===== src/rtl/fgyrus_fft_pkg.sv =====
// Shared types and helpers for the fgyrus FFT sequencer.
package fgyrus_fft_pkg;

  localparam int unsigned MIN_LOG2_N   = 2;
  // Field widths of the stored butterfly entry; these match the top's default sizing.
  localparam int unsigned ENTRY_ADDR_W = 7;
  localparam int unsigned ENTRY_CH_W   = 1;
  localparam int unsigned POS_W        = ENTRY_ADDR_W - 1;
  localparam int unsigned STAGE_W      = $clog2(ENTRY_ADDR_W);

  typedef enum logic [1:0] {IDLE, ISSUE, DRAIN, DONE} fsm_state_t;

  typedef struct packed {
    logic [ENTRY_ADDR_W-1:0] a;
    logic [ENTRY_ADDR_W-1:0] b;
    logic [ENTRY_CH_W-1:0]   ch;
  } bfly_entry_t;

  typedef struct packed {
    logic [ENTRY_ADDR_W-1:0] a;
    logic [ENTRY_ADDR_W-1:0] b;
    logic [POS_W-1:0]        pos;
  } bfly_addr_t;

  // Operand pair for butterfly k of stage s: a has a zero inserted at bit s, b = a + 2^s.
  function automatic bfly_addr_t bfly_addr(input logic [STAGE_W-1:0] s,
                                           input logic [POS_W-1:0]   k);
    bfly_addr_t              r;
    logic [POS_W-1:0]        mask;
    logic [ENTRY_ADDR_W-1:0] k_ext;
    mask  = (POS_W'(1) << s) - POS_W'(1);
    r.pos = k & mask;
    k_ext = {1'b0, k};
    r.a   = ((k_ext >> s) << (s + STAGE_W'(1))) | {1'b0, r.pos};
    r.b   = r.a + (ENTRY_ADDR_W'(1) << s);
    return r;
  endfunction

endpackage


===== src/rtl/fgyrus_addr_fifo.sv =====
// Synchronous FIFO with full/empty flags; holds write addresses of butterflies in flight.
module fgyrus_addr_fifo #(
  parameter int unsigned Width = 8,
  parameter int unsigned Depth = 8
) (
  input  logic             clk,
  input  logic             rst_n,
  input  logic             push_i,
  input  logic [Width-1:0] wdata_i,
  input  logic             pop_i,
  output logic [Width-1:0] rdata_o,
  output logic             full_o,
  output logic             empty_o
);

  localparam int unsigned PtrW = (Depth > 1) ? $clog2(Depth) : 1;
  localparam int unsigned CntW = PtrW + 1;

  logic [Width-1:0] mem_q [Depth];
  logic [PtrW-1:0]  wr_ptr_q, rd_ptr_q;
  logic [CntW-1:0]  count_q;
  logic             do_push, do_pop;

  assign do_push = push_i && !full_o;
  assign do_pop  = pop_i && !empty_o;
  assign full_o  = (count_q == CntW'(Depth));
  assign empty_o = (count_q == '0);
  assign rdata_o = mem_q[rd_ptr_q];

  // Pointers and occupancy; Depth is a power of two so pointers wrap naturally.
  always_ff @(posedge clk or negedge rst_n) begin
    if (!rst_n) begin
      wr_ptr_q <= '0;
      rd_ptr_q <= '0;
      count_q  <= '0;
    end else begin
      if (do_push) wr_ptr_q <= wr_ptr_q + PtrW'(1);
      if (do_pop)  rd_ptr_q <= rd_ptr_q + PtrW'(1);
      unique case ({do_push, do_pop})
        2'b10:   count_q <= count_q + CntW'(1);
        2'b01:   count_q <= count_q - CntW'(1);
        default: count_q <= count_q;
      endcase
    end
  end

  // Storage needs no reset; reads of empty slots are masked by the consumer.
  always_ff @(posedge clk) begin
    if (do_push) mem_q[wr_ptr_q] <= wdata_i;
  end

endmodule


===== src/rtl/fgyrus_fft_seq.sv =====
// Radix-2 DIT FFT address sequencer: issues butterfly reads and aligns result writes.
module fgyrus_fft_seq
  import fgyrus_fft_pkg::*;
#(
  parameter int unsigned MAX_LOG2_N      = ENTRY_ADDR_W,
  parameter int unsigned NUM_CH          = 2,
  parameter int unsigned CH_W            = (NUM_CH > 1) ? $clog2(NUM_CH) : 1,
  parameter int unsigned ADDR_W          = MAX_LOG2_N + CH_W,
  parameter int unsigned TWDL_ADDR_W     = MAX_LOG2_N - 1,
  parameter int unsigned MAX_OUTSTANDING = 8
) (
  input  logic                   clk,
  input  logic                   rst_n,
  input  logic                   start_i,
  input  logic [3:0]             cfg_log2_n_i,
  output logic                   busy_o,
  output logic                   done_o,
  output logic                   cfg_err_o,
  output logic                   seq_err_o,
  input  logic                   issue_stall_i,
  output logic                   rd_en_o,
  output logic [ADDR_W-1:0]      raddr_a_o,
  output logic [ADDR_W-1:0]      raddr_b_o,
  output logic [TWDL_ADDR_W-1:0] twdl_addr_o,
  input  logic                   res_rdy_i,
  output logic                   wr_en_o,
  output logic [ADDR_W-1:0]      waddr_o
);

  localparam int unsigned KW = MAX_LOG2_N - 1;

  fsm_state_t             state_q;
  logic [3:0]             l_q;
  logic [STAGE_W-1:0]     s_q;
  logic [KW-1:0]          k_q, k_last;
  logic [CH_W-1:0]        ch_q;
  logic                   rd_en_q, busy_q, done_q, cfg_err_q, seq_err_q, toggle_q;
  logic [ADDR_W-1:0]      raddr_a_q, raddr_b_q;
  logic [TWDL_ADDR_W-1:0] twdl_q;

  bfly_addr_t  bf;
  bfly_entry_t push_ent, head_ent;
  logic        fifo_full, fifo_empty;
  logic        issue_fire, res_ok, pop, cfg_ok, last_s, last_ch;

  assign bf       = bfly_addr(s_q, k_q);
  assign push_ent = '{a: bf.a, b: bf.b, ch: ch_q};

  assign cfg_ok  = (32'(cfg_log2_n_i) >= MIN_LOG2_N) && (32'(cfg_log2_n_i) <= MAX_LOG2_N);
  assign k_last  = KW'((32'd1 << (32'(l_q) - 32'd1)) - 32'd1);
  assign last_s  = (32'(s_q) + 32'd1 == 32'(l_q));
  assign last_ch = (32'(ch_q) == NUM_CH - 1);

  // A full queue means MAX_OUTSTANDING butterflies are in flight, so it gates issue.
  assign issue_fire = (state_q == ISSUE) && !issue_stall_i && !fifo_full;
  assign res_ok     = res_rdy_i && !fifo_empty;
  // First result word of a butterfly goes to a, the second to b and retires the entry.
  assign pop        = res_ok && toggle_q;

  assign wr_en_o     = res_ok;
  assign waddr_o     = !res_ok  ? '0 :
                       toggle_q ? {head_ent.ch, head_ent.b} : {head_ent.ch, head_ent.a};
  assign busy_o      = busy_q;
  assign done_o      = done_q;
  assign cfg_err_o   = cfg_err_q;
  assign seq_err_o   = seq_err_q;
  assign rd_en_o     = rd_en_q;
  assign raddr_a_o   = raddr_a_q;
  assign raddr_b_o   = raddr_b_q;
  assign twdl_addr_o = twdl_q;

  fgyrus_addr_fifo #(
    .Width($bits(bfly_entry_t)),
    .Depth(MAX_OUTSTANDING)
  ) u_wr_queue (
    .clk    (clk),
    .rst_n  (rst_n),
    .push_i (issue_fire),
    .wdata_i(push_ent),
    .pop_i  (pop),
    .rdata_o(head_ent),
    .full_o (fifo_full),
    .empty_o(fifo_empty)
  );

  // Sequencer FSM with stage/butterfly/channel counters and all registered outputs.
  always_ff @(posedge clk or negedge rst_n) begin
    if (!rst_n) begin
      state_q   <= IDLE;
      l_q       <= '0;
      s_q       <= '0;
      k_q       <= '0;
      ch_q      <= '0;
      rd_en_q   <= 1'b0;
      busy_q    <= 1'b0;
      done_q    <= 1'b0;
      cfg_err_q <= 1'b0;
      seq_err_q <= 1'b0;
      toggle_q  <= 1'b0;
      raddr_a_q <= '0;
      raddr_b_q <= '0;
      twdl_q    <= '0;
    end else begin
      rd_en_q   <= issue_fire;
      done_q    <= 1'b0;
      cfg_err_q <= 1'b0;
      if (issue_fire) begin
        raddr_a_q <= {ch_q, bf.a};
        raddr_b_q <= {ch_q, bf.b};
        // Smaller FFTs walk the max-size twiddle table with a stride.
        twdl_q    <= bf.pos << (TWDL_ADDR_W - 32'(s_q));
        k_q       <= k_q + KW'(1);
      end
      if (res_ok) toggle_q <= ~toggle_q;

      unique case (state_q)
        IDLE: begin
          if (start_i) begin
            if (cfg_ok) begin
              l_q       <= cfg_log2_n_i;
              s_q       <= '0;
              k_q       <= '0;
              ch_q      <= '0;
              seq_err_q <= 1'b0;
              busy_q    <= 1'b1;
              state_q   <= ISSUE;
            end else begin
              cfg_err_q <= 1'b1;
            end
          end
        end
        ISSUE: begin
          if (issue_fire && (k_q == k_last)) state_q <= DRAIN;
        end
        DRAIN: begin
          // Stage s+1 must not read until every stage-s result has been written back.
          if (fifo_empty) begin
            k_q <= '0;
            if (!last_s) begin
              s_q     <= s_q + STAGE_W'(1);
              state_q <= ISSUE;
            end else if (!last_ch) begin
              ch_q    <= ch_q + CH_W'(1);
              s_q     <= '0;
              state_q <= ISSUE;
            end else begin
              busy_q  <= 1'b0;
              done_q  <= 1'b1;
              state_q <= DONE;
            end
          end
        end
        DONE: begin
          state_q <= IDLE;
        end
        default: state_q <= IDLE;
      endcase

      // A result with nothing outstanding is a protocol error; it wins over a clearing start.
      if (res_rdy_i && fifo_empty) seq_err_q <= 1'b1;
    end
  end

endmodule


===== config.mk =====
export PLATFORM = sky130hd
export DESIGN_NAME = fgyrus_fft_seq
export DESIGN_NICKNAME = d
export VERILOG_FILES = /design/src/rtl/fgyrus_fft_pkg.sv /design/src/rtl/fgyrus_addr_fifo.sv /design/src/rtl/fgyrus_fft_seq.sv
export SDC_FILE = /design/constraint.sdc
export NUM_CORES = 1
export LEC_CHECK = 0
export ABC_CLOCK_PERIOD_IN_PS = 3300
export BUFFER_PORTS_ARGS = -buffer_cell sky130_fd_sc_hd__clkbuf_2
export CAP_MARGIN = 20
export CORE_MARGIN = 4
export CORE_UTILIZATION = 40
export DETAILED_ROUTE_END_ITERATION = 8
export PLACE_DENSITY = 0.63
export SLEW_MARGIN = 5
export SYNTH_ARGS = -nofsm -noshare
export SYNTH_HDL_FRONTEND = slang
export SYNTH_SLANG_ARGS = --single-unit

===== constraint.sdc =====
create_clock -name clk -period 3.3 [get_ports clk]
set_input_delay 0.99 -clock clk [delete_from_list [all_inputs] [get_ports clk]]
set_output_delay 0.99 -clock clk [all_outputs]
set_load 0.01 [all_outputs]

=== After elaboration in Yosys (flattened, before gate mapping) ===
Memory sizes are Yosys's and may differ from the RTL's.
Cells that the tools add are included.

* Add/sub/neg operators: 13
* $mul: 0
* Div/mod/pow operators: 0
* Order comparisons: 2
* Equal/unequal tests: 15
* Shift-type cells: 6
* Mux-type cells: 44
* Bitwise operators: 3
* Reduce and logical (&&, ||, !) cells: 25

{| class="wikitable"
|+ Operators by type and width
! kind !! count
|-
| $shl 1x32->6 const A || 1
|-
| $shl 6x32->6 || 1
|-
| $mux 6 || 4
|-
| $mux 1 || 21
|-
| $mux 3 || 5
|-
| $mux 2 || 6
|-
| $pmux 6 s2 || 1
|-
| $ne 2x2->1 const B || 5
|-
| $reduce_and 5->1 || 2
|-
| $reduce_bool 2->1 || 5
|-
| $add 3x1->3 const B || 3
|-
| $logic_and 1x1->1 || 9
|-
| $mux 8 || 1
|-
| $pmux 2 s4 || 1
|-
| $pmux 4 s2 || 1
|-
| $add 7x7->7 || 1
|-
| $mux 7 || 1
|-
| $or 7x6->7 || 1
|-
| $shl 1x3->7 const A || 1
|-
| $shl 7x3->7 || 1
|-
| $shr 6x3->7 || 1
|-
| $add 6x1->6 const B || 1
|-
| $and 6x6->6 || 1
|-
| $eq 2x2->1 const B || 3
|-
| 26 further kinds || 31
|}

* Flip-flop bits (word level): 54
* Bits in latches: 0
* Memory bits (writable): 120
* Memory bits (read-only): 0
* Input bits: 9
* Output and inout bits: 36
* Memories: 1

{| class="wikitable"
|+ Memory list
! name !! depth !! width !! rd ports !! clocked after Yosys merged registers in !! wr ports !! RTL line !! text
|-
| u_wr_queue.mem_q || 8 || 15 || 1 || 0 || 1 || fgyrus_addr_fifo.sv:19 || <nowiki>logic [Width-1:0] mem_q [Depth];</nowiki>
|}

=== Longest topological paths before layout ===
* Depth after elaboration: 7
* Depth in mapped cells: 17

=== Hierarchy ===
Synthesis repeated with hierarchy kept, for this count alone.

* Cells, all modules: 619
* Area, all modules: 8,544.4 um^2

{| class="wikitable"
|+ Modules (own cells, without submodules)
! module !! instances !! cells each !! area each (um^2)
|-
| fgyrus_addr_fifo || 1 || 240 || 5,272.6
|-
| fgyrus_fft_seq || 1 || 379 || 3,271.9
|}

=== Worst setup path before layout ===
No wires, ideal clock.

* Kind: reg2reg
* Start point: register s_q[0]
* End point: register raddr_b_q[5], in the netlist raddr_b_o[5]
* Arrival: 3.519 ns
* Data required time: 3.175 ns
* Slack: -0.344 ns
* Cell stages (with the launch flop): 15
* Period minus slack after synthesis: 3.644 ns
* Cell sequence: dfrtp_1 buf_2 clkinv_1 ha_1 clkbuf_1 inv_1 nand2_1 o21ai_0 ha_1 a21o_1 a21oi_1 o21ai_0 a21oi_1 xnor2_1 mux2_2

{| class="wikitable"
|+ RTL lines
! element !! RTL line !! text
|-
| from (decl) || fgyrus_fft_seq.sv:34 || <nowiki>logic [STAGE_W-1:0] s_q;</nowiki>
|-
| from (signal assigned) || fgyrus_fft_seq.sv:140 || <nowiki>s_q <= s_q + STAGE_W'(1);</nowiki>
|-
| to (signal assigned) || fgyrus_fft_seq.sv:109 || <nowiki>raddr_b_q <= {ch_q, bf.b};</nowiki>
|-
| to (decl) || fgyrus_fft_seq.sv:38 || <nowiki>logic [ADDR_W-1:0] raddr_a_q, raddr_b_q;</nowiki>
|}

=== Worst setup path after layout ===
* Start point: register u_wr_queue.rd_ptr_q[0]
* End point: output waddr_o[5]

* Longest elaborated chain between the ends: 3

{| class="wikitable"
|+ RTL lines
! element !! RTL line !! text
|-
| from (decl) || fgyrus_addr_fifo.sv:20 || <nowiki>logic [PtrW-1:0] wr_ptr_q, rd_ptr_q;</nowiki>
|-
| from (signal assigned) || fgyrus_addr_fifo.sv:38 || <nowiki>if (do_pop) rd_ptr_q <= rd_ptr_q + PtrW'(1);</nowiki>
|-
| $mem_v2 8x15 || -- ||
|-
| $mux 7 || fgyrus_fft_seq.sv:62 || <nowiki>toggle_q ? {head_ent.ch, head_ent.b} : {head_ent.ch, head_ent.a};</nowiki>
|-
| $mux 8 || fgyrus_fft_seq.sv:61 || <nowiki>assign waddr_o = !res_ok ? '0 :</nowiki>
|-
| to (decl) || fgyrus_fft_seq.sv:27 || <nowiki>output logic [ADDR_W-1:0] waddr_o</nowiki>
|}

Every way passes these cells.

==> run_results.csv <==
group,metric,value,unit
outcome,status,"finished with violations",
outcome,failed_checks,"negative setup slack",
synth,synth_largest_area_cell,"edfxtp_1",
timing,finalSetupTns,-0.0891,ns
critical_path,worst-path-buf-inv,2,
place,place.port_buffers,44,
global_route,track_usage,0.164,
critical_path,cpMostUsedCell,"mux4_2",
clock_network,cts_root_buffer,"clkbuf_16",
global_route,grt_max_degree,33,
clock_network,cts_hold_buf,0,
drt,avgViaCountPerCell,5.38,
synth,post_synth_main_area_contributors,"edfxtp_1 (43%), dfrtp_1 (16%), mux4_2 (10%)",
drt,wl,18400,um
clock_network,clock-sinks,173,
global_route,grt_busiest_layer,"met2",
synth,synth.cells.most_frequent,"edfxtp_1 (120), nand2_1 (72), dfrtp_1 (53)",
layout,fin_util,0.491,
timing,slew_headroom,0.506,
layout,regArea,4930,sq um
drt,drc,0,
pwr,powerDensity,917,nW/um^2
timing,skew,0.0146,ns
layout,area_growth,19.9,%
floorplan,die_area,23200,sq um
timing,period_needed,3.36,ns
critical_path,crit_path_end_kind,"output port",
pwr,power_leakage,3.84,nW
clock_network,clk_pin_slew,0.06,ns
timing,worst_pin_slew,0.738,ns
layout,layout-drive-gt1-share,0.339,
floorplan,rows,52,
critical_path,worstPathRequired,2.31,ns
timing,finalHoldViolCount,0,
clock_network,insertion_delay,0.42,ns
global_route,use_met3,0.0307,
place,hpwl,12400,um
critical_path,crit_family,"multiplexers",
clock_network,cts_max_path_buffers,2,
floorplan,core-area,20400,sq um
timing,setup_viol,5,
floorplan,ios,45,
timing,fmax,0.298,GHz
drt,dr.first_iter.drc_count,386,
drt,routedWlPerCell,19.1,um
timing,finalCritPeriodShare,1.02,
min_path,hp-class,"reg -> reg",
global_route,grt_util_met2,0.278,
synth,synth-warning-count,0,
layout,nets,712,
global_route,grt_pass1_vias,5375,
layout,n_fill_cell,1740,
place,globalplace.congestion,0.886,
floorplan,initial_core_util,0.409,
critical_path,cp-start-kind,"flop",
global_route,grt_pass1_wl,30300,um
synth,syn_area,8330,sq um
critical_path,cp_max_fo,15,
clock_network,h-tree-depth,4,
timing,worst_slack,-0.0606,ns
layout,n_antenna_cell,0,
drt,ant_nets,0,
critical_path,path_cells,"buf_12 > mux4_2 > mux4_2 > and2_4 > clkbuf_2",
synth,syn_inst,599,
floorplan,dieWidth,152,um
synth,syn_nets,631,
synth,yosysMostFrequentCell,"edfxtp_1",
critical_path,critPathKind,"reg -> out",
drt,first_pass_iters,5,
clock_network,cts_tree,"built",
critical_path,cp.arrival,2.37,ns
global_route,overflow,0,
global_route,use_met1,0.222,
synth,synthDominantCellAreaShare,0.433,
layout,multi_input_area,3370,sq um
synth,synth_cell_type_count,75,
synth,ys_ff_latch,173,
synth,ys_seq_area_frac,0.592,
timing,rsz0062_at_grt,"true",
synth,synth_ff_type,"edfxtp_1",
synth,synth-edff-count,120,
run,maxCapViolCount,0,
synth,synthArstFlopShare,0.306,
clock_network,numCtsBuffers,17,
pwr,irDropWorstVdd,543,uV
floorplan,die_h,152,um
drt,vias,5183,
synth,syn_avg_cell_area,13.9,sq um
global_route,antenna_found_initial,0,
critical_path,max_stage_delay,0.52,ns
critical_path,slowest_stage,"mux4_2",
timing,slew_viol_final,0,
-- state kept, by name, indices dropped and copies added, names as in the netlist --
| name | count |
|---|---|
| u_wr_queue.wr_ptr_q | 3 |
| state_q | 2 |
| rd_en_o | 1 |
| toggle_q | 1 |
| k_q | 6 |
| twdl_addr_o | 6 |
| done_o | 1 |
| ch_q | 1 |
| l_q | 4 |
| raddr_a_o | 8 |
| u_wr_queue.mem_q | 120 |
| seq_err_o | 1 |
| busy_o | 1 |
| raddr_b_o | 7 |
| cfg_err_o | 1 |
| u_wr_queue.rd_ptr_q | 3 |
| u_wr_queue.count_q | 4 |
| s_q | 3 |
-- per-layer routing --
metal  routed length, um  share of wire  vias to the layer above
li1                    -              -                     2397
met1                8040           0.44                     2650
met2                9520           0.52                      120
met3                 691          0.038                       16
met4                 171         0.0093                        0
met5                   0              0                        -
-- cell families after synthesis --
kind of cell / Yosys count / share of synthesized area
AO/OA/AOI/OAI: 80 / 0.0658
XOR/XNOR: 37 / 0.0398
adder cells (fa/ha/maj): 23 / 0.0363
buffers and inverters: 57 / 0.0318
flip-flops: 173 / 0.592
multiplexers: 56 / 0.126
AND/OR/NAND/NOR: 173 / 0.108
-- metrics by stage --
stage	cell area, sq um	worst slack, ns	power [mW]	hold slack, ns	instances
floorplan	8410	-0.0800	5.82	0.466	599
global placement	9190	-0.0250	6.92	0.466	922
detailed placement	9190	-0.0141	7.05	0.471	922
CTS	9820	-0.0908	9.13	0.493	957
global route	9990	-0.137	9.74	0.517	963
finish	9990	-0.0606	9.16	0.486	963
-- worst register-to-register path, stage by stage (launching register included) --
cell,delay [ns]
dfrtp_2,0.48
ha_4,0.20
ha_4,0.21
or3b_4,0.39
o22ai_2,0.15
nor3_2,0.06
o211ai_1,0.26
ha_1,0.32
nand2_1,0.08
o211ai_1,0.10
a21oi_2,0.19
xor2_2,0.22
xnor2_2,0.14
mux2_4,0.27
-- placed cells by master, fill, tap and decap left out, drive strengths merged, types with 5 or more instances in the layout --
cell	netlist	final
inv	20	26
mux2	14	14
nor2	30	30
nor3	6	6
nand3	6	6
nand2	72	72
xnor2	23	24
mux4	37	37
buf	24	52
o211ai	5	5
nand4	5	5
a31oi	7	7
and2	13	13
nor2b	5	5
ha	21	21
mux2i	5	5
clkbuf	11	62
edfxtp	120	120
dfrtp	53	53
nand2b	7	7
xor2	14	14
o21ai	22	22
a21oi	12	12
-- path summary, 6_finish.rpt --
kind	cells after the start	start	slack, ns	end
setup / recovery	5	u_wr_queue.rd_ptr_q[0]	-0.06	waddr_o[5]
hold / removal	2	raddr_b_o[4]	0.49	raddr_b_o[4]
setup reg to reg	13	s_q[0]	0.11	raddr_b_o[6]
hold reg to reg	2	raddr_b_o[4]	0.49	raddr_b_o[4]
max in group asynchronous	2	rst_n	2.01	s_q[1]
min in group asynchronous	1	rst_n	0.56	twdl_addr_o[2]
-- power breakdown --
group / internal, mW / total (mW) / switching [mW]
sequential: 3.08 / 3.47 / 0.392
combinational: 1.75 / 3.67 / 1.92
clock: 1.13 / 2.02 / 0.885
total: 5.96 / 9.16 / 3.20
-- timing repair --
| item | in CTS | in global routing |
|---|---|---|
| gates resized for setup | 5 | 26 |
| buffers inserted | 3 | 5 |
| pin swaps | 2 | 11 |
| gates cloned | 0 | 1 |
| endpoints found under the setup margin | 8 | 34 |
-- final cells by class --
cell class,instances,share of cell area
tap,270,0.0338
clock inverter,14,0.0160
sequential,173,0.494
clock buffer,18,0.0430
timing repair buffer,96,0.0665
multi-input combinational,370,0.337
inverter,22,0.0100
Note: power is estimated with default switching activity, not from simulation.
